==> config.mk <==
export PLATFORM = sky130hd
export DESIGN_NAME = piso_param
export DESIGN_NICKNAME = d
export VERILOG_FILES = /design/src/rtl/piso_pkg.sv /design/src/rtl/piso_param.sv
export SDC_FILE = /design/constraint.sdc
export NUM_CORES = 1
export LEC_CHECK = 0
export BUFFER_PORTS_ARGS = -buffer_cell sky130_fd_sc_hd__buf_2
export CAP_MARGIN = 20
export CORE_AREA = 3 3 40 42
export DETAILED_ROUTE_END_ITERATION = 7
export DIE_AREA = 0 0 43 45
export PLACE_DENSITY = 0.79
export SYNTH_ARGS = -nofsm -noshare
export SYNTH_HDL_FRONTEND = slang
export SYNTH_SLANG_ARGS = --single-unit
export TNS_END_PERCENT = 10
==> constraint.sdc <==
create_clock -name clk -period 2.1 [get_ports clk]
set_input_delay 0.21 -clock clk [delete_from_list [all_inputs] [get_ports clk]]
set_output_delay 0.21 -clock clk [all_outputs]
set_load 0.05 [all_outputs]
==> src/rtl/piso_pkg.sv <==
// Shared types and defaults for the parallel-in / serial-out shifter.
package piso_pkg;

    // Two-state controller: waiting for a word, or streaming one out.
    typedef enum logic {
        IDLE  = 1'b0,
        SHIFT = 1'b1
    } state_t;

    localparam int DEF_WIDTH     = 8;
    localparam int DEF_MSB_FIRST = 1;

endpackage

==> src/rtl/piso_param.sv <==
// Parameterized parallel-in / serial-out shifter with load handshake,
// shift stall and back-to-back word chaining.
module piso_param
    import piso_pkg::*;
#(
    parameter int WIDTH     = DEF_WIDTH,
    parameter int MSB_FIRST = DEF_MSB_FIRST
) (
    input  logic             clk,
    input  logic             rst,
    input  logic             load,
    input  logic [WIDTH-1:0] pin,
    input  logic             shift_en,
    output logic             ready,
    output logic             sout,
    output logic             sout_valid,
    output logic             last
);

    localparam int CW = $clog2(WIDTH);

    state_t           state, state_nxt;
    logic [WIDTH-1:0] sreg;
    logic [CW-1:0]    cnt;
    logic             cnt_zero;
    logic             accept;

    assign cnt_zero = (cnt == '0);

    // A new word fits when idle, or when the final bit leaves on this edge.
    assign ready  = (state == IDLE) || (cnt_zero && shift_en);
    assign accept = load && ready;

    // Serial bit comes straight from the register; it is zero while idle
    // because the register is cleared on the way back to IDLE.
    assign sout       = (MSB_FIRST != 0) ? sreg[WIDTH-1] : sreg[0];
    assign sout_valid = (state == SHIFT);
    assign last       = (state == SHIFT) && cnt_zero;

    // State register.
    always_ff @(posedge clk or negedge rst) begin
        if (!rst) state <= IDLE;
        else      state <= state_nxt;
    end

    // Next-state: chain words on the final bit when a load is accepted.
    always_comb begin
        state_nxt = state;
        case (state)
            IDLE:  if (accept) state_nxt = SHIFT;
            SHIFT: if (shift_en && cnt_zero) state_nxt = accept ? SHIFT : IDLE;
            default: state_nxt = IDLE;
        endcase
    end

    // Shift register and bit counter; both hold whenever shift_en is low.
    always_ff @(posedge clk or negedge rst) begin
        if (!rst) begin
            sreg <= '0;
            cnt  <= '0;
        end else if (accept) begin
            sreg <= pin;
            cnt  <= CW'(WIDTH - 1);
        end else if (state == SHIFT && shift_en) begin
            if (!cnt_zero) begin
                sreg <= (MSB_FIRST != 0) ? {sreg[WIDTH-2:0], 1'b0}
                                         : {1'b0, sreg[WIDTH-1:1]};
                cnt  <= cnt - 1'b1;
            end else begin
                sreg <= '0;
            end
        end
    end

endmodule

==> results.json, run 1 <==
{
  "status": "complete, no violations",
  "hold_viol": 0,
  "clock-root-buffer": "clkbuf_4",
  "clkTransAtPathRegs_ps": 80,
  "setup_viol": 0,
  "ir_worst_vdd_mv": 0.592,
  "max_slew_margin_pct": 74.0,
  "synth_area_um2": 694,
  "grt_pass1_vias": 537,
  "vias": 595,
  "portBuffers": 15,
  "grt_first_pass_wirelength_um": 2170,
  "yosysTopAreaCellShare_pct": 43.2,
  "die_y_um": 45,
  "arrival_ps": 1680,
  "cp_cell_sequence": "inv_1 -> ha_1 -> nor2b_1 -> nand2_1 -> nand2_1 -> buf_2",
  "max-cap-violations": 0,
  "slew_violations": 0,
  "cts_tree": "yes",
  "clockBufferDepth": 2,
  "leakage_nw": 0.365,
  "ios": 16,
  "insertion_delay_ps": 270,
  "min_period_ps": 1890,
  "avgSynthCellArea_um2": 9.02,
  "die_w_um": 43,
  "postCtsSetupBuffers": 0,
  "start_util_pct": 54.0,
  "holdWs_ps": 182,
  "htreeDepth": 1,
  "grt_overflow": 0,
  "endpoint_kind": "output pin",
  "yosys.area.top_type": "dfrtp_1",
  "worst_path_largest_cell_delay_ps": 410,
  "worst_slew_pin_slew_ps": 390,
  "post_synth_inst_count": 77,
  "fin_ws_ps": 206,
  "route.detailed.drc": 0,
  "fin_crit_sh_pct": 90.2,
  "nets": 107,
  "cp_slowest_cell": "dfrtp_1",
  "cpMostUsedCell": "nand2_1",
  "rsz0062_at_grt": "false",
  "yosys_warnings": 0,
  "power_mw": 0.951,
  "placementRows": 13,
  "gp_congestion": 0.754,
  "clock_skew_ps": 1.70,
  "num_antenna_cells": 0,
  "max_freq_mhz": 528,
  "drtIter0Drc": 12,
  "startpoint_type": "flip-flop",
  "dpl_worst_slack_ps": 494,
  "hpwlAfterDp_um": 1010,
  "async_flop_share_pct": 100,
  "synth_top_cells_by_area": "dfrtp_1 (43%), a31oi_1 (6.3%), nand3_1 (5.8%), buf_6 (4.9%), o21ai_1 (4.3%)",
  "finalWirelength_um": 1390,
  "synthDistinctLibCells": 25,
  "setup_tns_ps": 0,
  "syn_to_final_growth_pct": 13.9,
  "ys_seq_area_share_pct": 43.2,
  "grt_max_degree": 16,
  "hold_class": "primary input to flip-flop",
  "ant_nets": 0,
  "ys_ff_latch": 12,
  "worstPathMaxFanout": 5,
  "die_area_mm2": 0.00194,
  "synth_most_common_cell": "dfrtp_1",
  "grt_usage_pct": 15.2,
  "first_pass_iters": 5,
  "synth_enable_flop_cells": 0,
  "synth-main-ff-cell": "dfrtp_1",
  "synth_commonest_cells": "dfrtp_1 (12), nand3_1 (8), a31oi_1 (7), nor2_1 (7), o21ai_1 (6)",
  "powerDensity_mw_per_mm2": 1200,
  "cts_made_buffers": 3,
  "core_area_mm2": 0.00128,
  "viasPerCell": 5.56,
  "drive_gt1_share_pct": 25.0,
  "crit_required_ps": 1890,
  "path_class": "flip-flop to output pin",
  "syn-num-nets": 91,
  "clock-sinks": 12,
  "routedWlPerCell_um": 12.9,
  "antenna_found_initial": 0
}
[kinds of logic (layout without fill, tap and decap cells)]
| kind of cell | Yosys count | in the layout | synth area share, % |
|---|---|---|---|
| buffers and inverters | 8 | 23 | 7.93 |
| AND/OR/NAND/NOR | 28 | 28 | 20.7 |
| flip-flops | 12 | 12 | 43.2 |
| AO/OA/AOI/OAI | 26 | 26 | 22.3 |
| adder cells (fa/ha/maj) | 2 | 2 | 3.60 |
| multiplexers | 1 | 1 | 2.16 |
[path summary, 6_finish.rpt]
kind	to	cells after the start	slack, ps	startpoint
worst max-delay path	ready	6	210	cnt[0]$_DFFE_PN0P_
worst min-delay path	sreg[0]$_DFFE_PN0P_	3	180	pin[0]
worst max register to register	sreg[4]$_DFFE_PN0P_	5	590	cnt[0]$_DFFE_PN0P_
worst min register to register	sreg[0]$_DFFE_PN0P_	2	540	sreg[0]$_DFFE_PN0P_
max in group asynchronous	sreg[4]$_DFFE_PN0P_	2	1550	rst
min in group asynchronous	sreg[7]$_DFFE_PN0P_	2	340	rst
[power by group]
| part | leakage [nW] | total [mW] | internal, mW | switching (mW) |
|---|---|---|---|---|
| logic | 0.209 | 0.379 | 0.149 | 0.230 |
| registers | 0.135 | 0.388 | 0.321 | 0.0674 |
| clock network | 0.0210 | 0.183 | 0.105 | 0.0782 |
| total | 0.365 | 0.951 | 0.575 | 0.376 |
[flip-flops by register name (all words and copies together) (netlist names)]
| register | flops |
|---|---|
| cnt | 3 |
| sreg | 8 |
| sout_valid | 1 |
[critical path, delay by kind of cell, from the launching register on]
family	cells	cell delay, ps
fa+ha+maj	1	230
simple gates	3	440
flops	1	410
buf+inv	2	350
[stage by stage]
step,instance area [um2],utilization [%],std cells
6_report,791,61.5,107
5_1_grt,791,61.5,107
4_1_cts,791,61.5,107
3_5_place_dp,744,57.9,102
3_3_place_gp,744,57.9,102
2_1_floorplan,694,-,77
[area by class of cell]
| class | count | area (um2) |
|---|---|---|
| fill | 118 | 494 |
| sequential | 12 | 300 |
| timing repair buffer | 16 | 85.1 |
| tap | 15 | 18.8 |
| inverter | 3 | 11.3 |
| clock buffer | 4 | 36.3 |
| multi-input combinational | 57 | 339 |
[timing repair]
| action | CTS | global route |
|---|---|---|
| hold buffers | 1 | 0 |
| gates resized for setup | 0 | 0 |
| hold endpoints to repair | 12 | 0 |
[layer usage]
metal	part of all wire [%]	track usage [%]	vias to the layer above
li1	-	-	306
met1	45	18.5	265
met2	48	24.3	22
met3	5.8	4.38	2
met4	1.2	8.43	0
met5	0	0	-
[cells in the final DEF, fill, tap and decap left out]
cell,n
and2_1,1
or2_2,1
nand3_1,8
buf_2,15
o22ai_1,1
clkbuf_4,3
o21ai_1,6
dlygate4sd3_1,1
a21oi_1,2
a211oi_1,2
mux2_4,1
or2b_1,1
nand2_1,5
a21o_1,1
clkbuf_8,1
ha_1,2
nor2_1,7
dfrtp_1,12
nand2b_1,1
inv_1,3
and4b_1,1
o21ai_0,5
a31oi_1,7
and2b_4,1
o21ai_2,1
o2bb2ai_1,1
nor2b_1,2
Note: power is estimated with default switching activity, not from simulation.
==> run 2, diff against run 1 <==
--- a/config.mk
+++ b/config.mk
@@ -7,9 +7,9 @@
 export LEC_CHECK = 0
 export BUFFER_PORTS_ARGS = -buffer_cell sky130_fd_sc_hd__buf_2
 export CAP_MARGIN = 20
-export CORE_AREA = 3 3 40 42
+export CORE_AREA = 2 2 39 41
 export DETAILED_ROUTE_END_ITERATION = 7
-export DIE_AREA = 0 0 43 45
+export DIE_AREA = 0 0 41 43
 export PLACE_DENSITY = 0.79
 export SYNTH_ARGS = -nofsm -noshare
 export SYNTH_HDL_FRONTEND = slang
==> results.json, run 2 (synthesis gave the netlist of run 1 again) <==
{
  "max_slew_margin_pct": 73.8,
  "fin_crit_sh_pct": 88.8,
  "status": "complete, no violations",
  "antenna_found_initial": 0,
  "max_freq_mhz": 536,
  "setup_viol": 0,
  "mostFrequentLayoutCells": "buf_2 (15), dfrtp_1 (12), nand3_1 (8)",
  "htreeDepth": 1,
  "cts_tree": "yes",
  "die_y_um": 43,
  "hold_buffers": 1,
  "hold_class": "primary input to flip-flop",
  "max-cap-violations": 0,
  "ir_worst_vdd_mv": 0.535,
  "leakage_nw": 0.358,
  "grt_usage_pct": 18.7,
  "die_area_mm2": 0.00176,
  "arrival_ps": 1660,
  "layout_commonest_cell": "buf_2",
  "powerDensity_mw_per_mm2": 1150,
  "hpwlAfterDp_um": 970,
  "insertion_delay_ps": 260,
  "vias": 613,
  "multi_input_area_um2": 339,
  "syn_to_final_growth_pct": 12.1,
  "gp_congestion": 0.713,
  "clock-root-buffer": "clkbuf_4",
  "grt_overflow": 0,
  "drtIter0Drc": 14,
  "cts-resized-gates": 0,
  "drive_gt1_share_pct": 24.2,
  "worst_slew_pin_slew_ps": 393,
  "largest_reg_flops": 8,
  "clock_skew_ps": 1.51,
  "path_class": "flip-flop to output pin",
  "slew_violations": 0,
  "ios": 16,
  "cts_made_buffers": 3,
  "regMostFlops": "sreg",
  "num_antenna_cells": 0,
  "min_period_ps": 1870,
  "start_util_pct": 50.2,
  "clockBufferDepth": 2,
  "viasPerCell": 5.73,
  "grt_pass1_vias": 531,
  "die_w_um": 41,
  "clock-sinks": 12,
  "crit_required_ps": 1890,
  "routedWlPerCell_um": 12.6,
  "nets": 107,
  "ant_nets": 0,
  "core_area_mm2": 0.00138,
  "grt_max_degree": 16,
  "route.detailed.drc": 0,
  "holdWs_ps": 198,
  "endpoint_kind": "output pin",
  "final_util_pct": 56.2,
  "seqCellArea_um2": 300,
  "postCtsSetupBuffers": 0,
  "rsz0062_at_grt": "false",
  "portBuffers": 15,
  "hold_viol": 0,
  "n_fill_cell": 128,
  "grt_first_pass_wirelength_um": 2240,
  "first_pass_iters": 4,
  "finalWirelength_um": 1350,
  "worstPathMaxFanout": 5,
  "startpoint_type": "flip-flop",
  "clkTransAtPathRegs_ps": 70,
  "placementRows": 14,
  "setup_tns_ps": 0
}
[run 2: cell types whose count changed in the layout (fill, tap and decap cells not counted)]
cell      previous run  this run
clkbuf_8             1         0
[run 2: final cells by class]
| class | instances | share of cell area, % |
|---|---|---|
| Clock buffer | 3 | 2.89 |
| Tap cell | 16 | 2.57 |
| Multi-Input combinational cell | 57 | 43.6 |
| Inverter | 3 | 1.45 |
| Sequential cell | 12 | 38.6 |
| Timing Repair Buffer | 16 | 10.9 |
[run 2: critical path: stages, from the launching register on]
cell and delay [ps]:
dfrtp_1 400, inv_1 90, ha_1 210, nor2b_1 260
nand2_1 100, nand2_1 70, buf_2 260
[run 2: through the flow]
stage / area (um2) / instances / power (mW) / worst slack [ps]
after global placement: 746 / 103 / 0.749 / 566
after global routing: 778 / 107 / 0.971 / 46.4
after floorplan: 694 / 77 / 0.688 / 521
after detailed placement: 746 / 103 / 0.763 / 524
final: 778 / 107 / 0.892 / 235
after CTS: 778 / 107 / 0.901 / 219
[run 2: worst paths after layout]
kind                                startpoint                   to  slack [ps]  cells past startpoint
max in group asynchronous                  rst   cnt[1]$_DFFE_PN0P_        1530                      2
min reg2reg                sreg[0]$_DFFE_PN0P_  sreg[0]$_DFFE_PN0P_         530                      2
max                         cnt[0]$_DFFE_PN0P_                ready         230                      6
max reg2reg                 cnt[0]$_DFFE_PN0P_  sreg[2]$_DFFE_PN0P_         610                      5
min in group asynchronous                  rst  sreg[3]$_DFFE_PN0P_         360                      2
min                                     pin[0]  sreg[0]$_DFFE_PN0P_         200                      3
[run 2: routing by layer]
layer  track usage (%)  share of wire (%)  vias to the layer above
met4              10.0               0.67                        0
met3              3.14                4.3                        2
met1              25.2                 47                      292
met2              27.5                 47                       14
met5                 0                  0                        -
li1                  -                  -                      305
[run 2: where the power goes]
part / internal [mW] / total, mW / switching (mW)
combinational: 0.147 / 0.373 / 0.226
sequential: 0.321 / 0.386 / 0.0645
clock: 0.0661 / 0.133 / 0.0666
==> run 3, diff against run 2 <==
--- a/config.mk
+++ b/config.mk
@@ -5,12 +5,13 @@
 export SDC_FILE = /design/constraint.sdc
 export NUM_CORES = 1
 export LEC_CHECK = 0
+export ABC_AREA = 1
 export BUFFER_PORTS_ARGS = -buffer_cell sky130_fd_sc_hd__buf_2
 export CAP_MARGIN = 20
 export CORE_AREA = 2 2 39 41
 export DETAILED_ROUTE_END_ITERATION = 7
 export DIE_AREA = 0 0 41 43
-export PLACE_DENSITY = 0.79
+export PLACE_DENSITY = 0.8
 export SYNTH_ARGS = -nofsm -noshare
 export SYNTH_HDL_FRONTEND = slang
 export SYNTH_SLANG_ARGS = --single-unit
==> results.json, run 3 <==
{
  "grt_first_pass_wirelength_um": 2260,
  "viasPerCell": 4.75,
  "die_y_um": 43,
  "syn_to_final_growth_pct": 15.9,
  "layout_commonest_cell": "nand2_1",
  "powerDensity_mw_per_mm2": 1150,
  "yosys.area.top_type": "dfrtp_1",
  "grt_max_degree": 13,
  "yosysTopAreaCellShare_pct": 42.5,
  "antenna_found_initial": 0,
  "max-cap-violations": 0,
  "p_int_mw": 0.525,
  "num_antenna_cells": 0,
  "yosys_warnings": 0,
  "regMostFlops": "sreg",
  "p_sw_mw": 0.414,
  "nets": 130,
  "gp_congestion": 0.762,
  "fin_crit_sh_pct": 86.3,
  "first_pass_iters": 4,
  "switching_share_pct": 44.1,
  "hold_depth": 3,
  "grt_usage_pct": 19.6,
  "synth-main-ff-cell": "dfrtp_1",
  "drive_gt1_share_pct": 21.9,
  "cts-resized-gates": 0,
  "grt_overflow": 0,
  "post_synth_inst_count": 98,
  "hpwlAfterDp_um": 993,
  "setup_tns_ps": 0,
  "rsz0062_at_grt": "false",
  "endpoint_kind": "output pin",
  "r2r.worst_path.cells": 8,
  "async_flop_share_pct": 100,
  "crit_required_ps": 1890,
  "start_util_pct": 51.1,
  "synth_enable_flop_cells": 0,
  "core_area_mm2": 0.00138,
  "min_period_ps": 1810,
  "synthDistinctLibCells": 15,
  "ant_nets": 0,
  "ir_worst_vdd_mv": 0.593,
  "synth_area_um2": 707,
  "ios": 16,
  "avgSynthCellArea_um2": 7.21,
  "cts_tree": "yes",
  "die_w_um": 41,
  "mostFrequentLayoutCells": "nand2_1 (38), nand3_1 (17), buf_2 (15)",
  "htreeDepth": 1,
  "combPwrFrac_pct": 46.5,
  "slew_violations": 0,
  "vias": 618,
  "insertion_delay_ps": 270,
  "status": "complete, no violations",
  "clock-sinks": 12,
  "postCtsSetupBuffers": 0,
  "use_met2_pct": 27.8,
  "clockPowerShare_pct": 14.9,
  "synth_top_cells_by_area": "dfrtp_1 (42%), nand2_1 (20%), nand3_1 (12%), inv_1 (6.9%), ha_1 (3.5%)",
  "seqPwrFrac_pct": 38.5,
  "hold_viol": 0,
  "arrival_ps": 1600,
  "portBuffers": 15,
  "ys_seq_area_share_pct": 42.5,
  "synth_commonest_cells": "nand2_1 (38), nand3_1 (17), inv_1 (13)",
  "max_freq_mhz": 552,
  "clkTransAtPathRegs_ps": 70,
  "placementRows": 14,
  "worstPathMaxFanout": 11,
  "largest_reg_flops": 8,
  "routedWlPerCell_um": 10.6,
  "clock_skew_ps": 2.89,
  "finalWirelength_um": 1380,
  "top_usage_layer": "met2",
  "cts_made_buffers": 3,
  "leakage_nw": 0.504,
  "setup_viol": 0,
  "hold_class": "primary input to flip-flop",
  "holdWs_ps": 166,
  "grtUsageMet3_pct": 3.14,
  "max_slew_margin_pct": 75.0,
  "ys_ff_latch": 12,
  "drtIter0Drc": 10,
  "clockBufferDepth": 2,
  "die_area_mm2": 0.00176,
  "synth_most_common_cell": "nand2_1",
  "use_met1_pct": 25.8,
  "grt_pass1_vias": 534,
  "worst_slew_pin_slew_ps": 374,
  "syn-num-nets": 112,
  "clock-root-buffer": "clkbuf_4",
  "route.detailed.drc": 0,
  "path_class": "flip-flop to output pin",
  "startpoint_type": "flip-flop"
}
-- run 3: cells by family (layout without fill, tap and decap cells) --
group                      after synthesis  in the layout  synth area share (%)
AOI/OAI and AO/OA                        5              5                  5.66
adders and majority gates                2              2                  3.54
and+or+nand+nor                         59             59                  35.8
DFF                                     12             12                  42.5
buffers and inverters                   19             35                  11.3
xor gates and xnor gates                 1              1                  1.24
-- run 3: final timing paths --
kind                            slack [ps]                start                   end
worst max-delay path                   290   cnt[0]$_DFFE_PN0P_                  last
worst min-delay path                   170               pin[0]   sreg[0]$_DFFE_PN0P_
worst max register to register         550   cnt[0]$_DFFE_PN0P_   sreg[4]$_DFFE_PN0P_
worst min register to register         480  sreg[3]$_DFFE_PN0P_   sreg[3]$_DFFE_PN0P_
max in group asynchronous             1540                  rst  sout_valid$_DFF_PN0_
min in group asynchronous              340                  rst   sreg[2]$_DFFE_PN0P_
-- run 3: timing repair --
action	in CTS	in global routing
hold buffers	1	0
hold endpoints to repair	12	0
setup endpoints to repair	0	0
-- run 3: cell type report --
class,count,area (um2)
flip-flops and latches,12,300
fillers,140,564
clock buffers,3,22.5
inverters,16,65.1
well taps,16,20.0
repair buffers,16,85.1
multi-input cells,67,327
-- run 3: stage by stage --
stage	total power, mW	instances	instance area (um2)	utilization [%]	worst slack (ps)
after floorplan	0.715	98	707	-	404
after global placement	0.789	126	787	56.9	611
after detailed placement	0.804	126	787	56.9	563
after CTS	0.950	130	820	59.2	291
after global routing	1.02	130	820	59.2	164
final	0.939	130	820	59.2	287
-- run 3: worst max-delay path, cell delays in order, from the launching register on --
cell     delay, ps
dfrtp_1        370
inv_1          110
ha_1           180
nand2_1        240
nor2_1         160
buf_2          280
-- run 3: routing by layer --
metal	part of all wire (%)	wire, um
met2	46	633
met3	3.6	50
met4	2.6	36
met5	0	0
met1	48	663
-- run 3: power groups by stage --
stage	clock (mW)	combinational, mW	sequential [mW]
floorplan	0	0.330	0.384
global placement	0	0.427	0.362
detailed placement	0	0.438	0.366
CTS	0.147	0.441	0.362
global route	0.156	0.495	0.374
finish	0.140	0.437	0.362
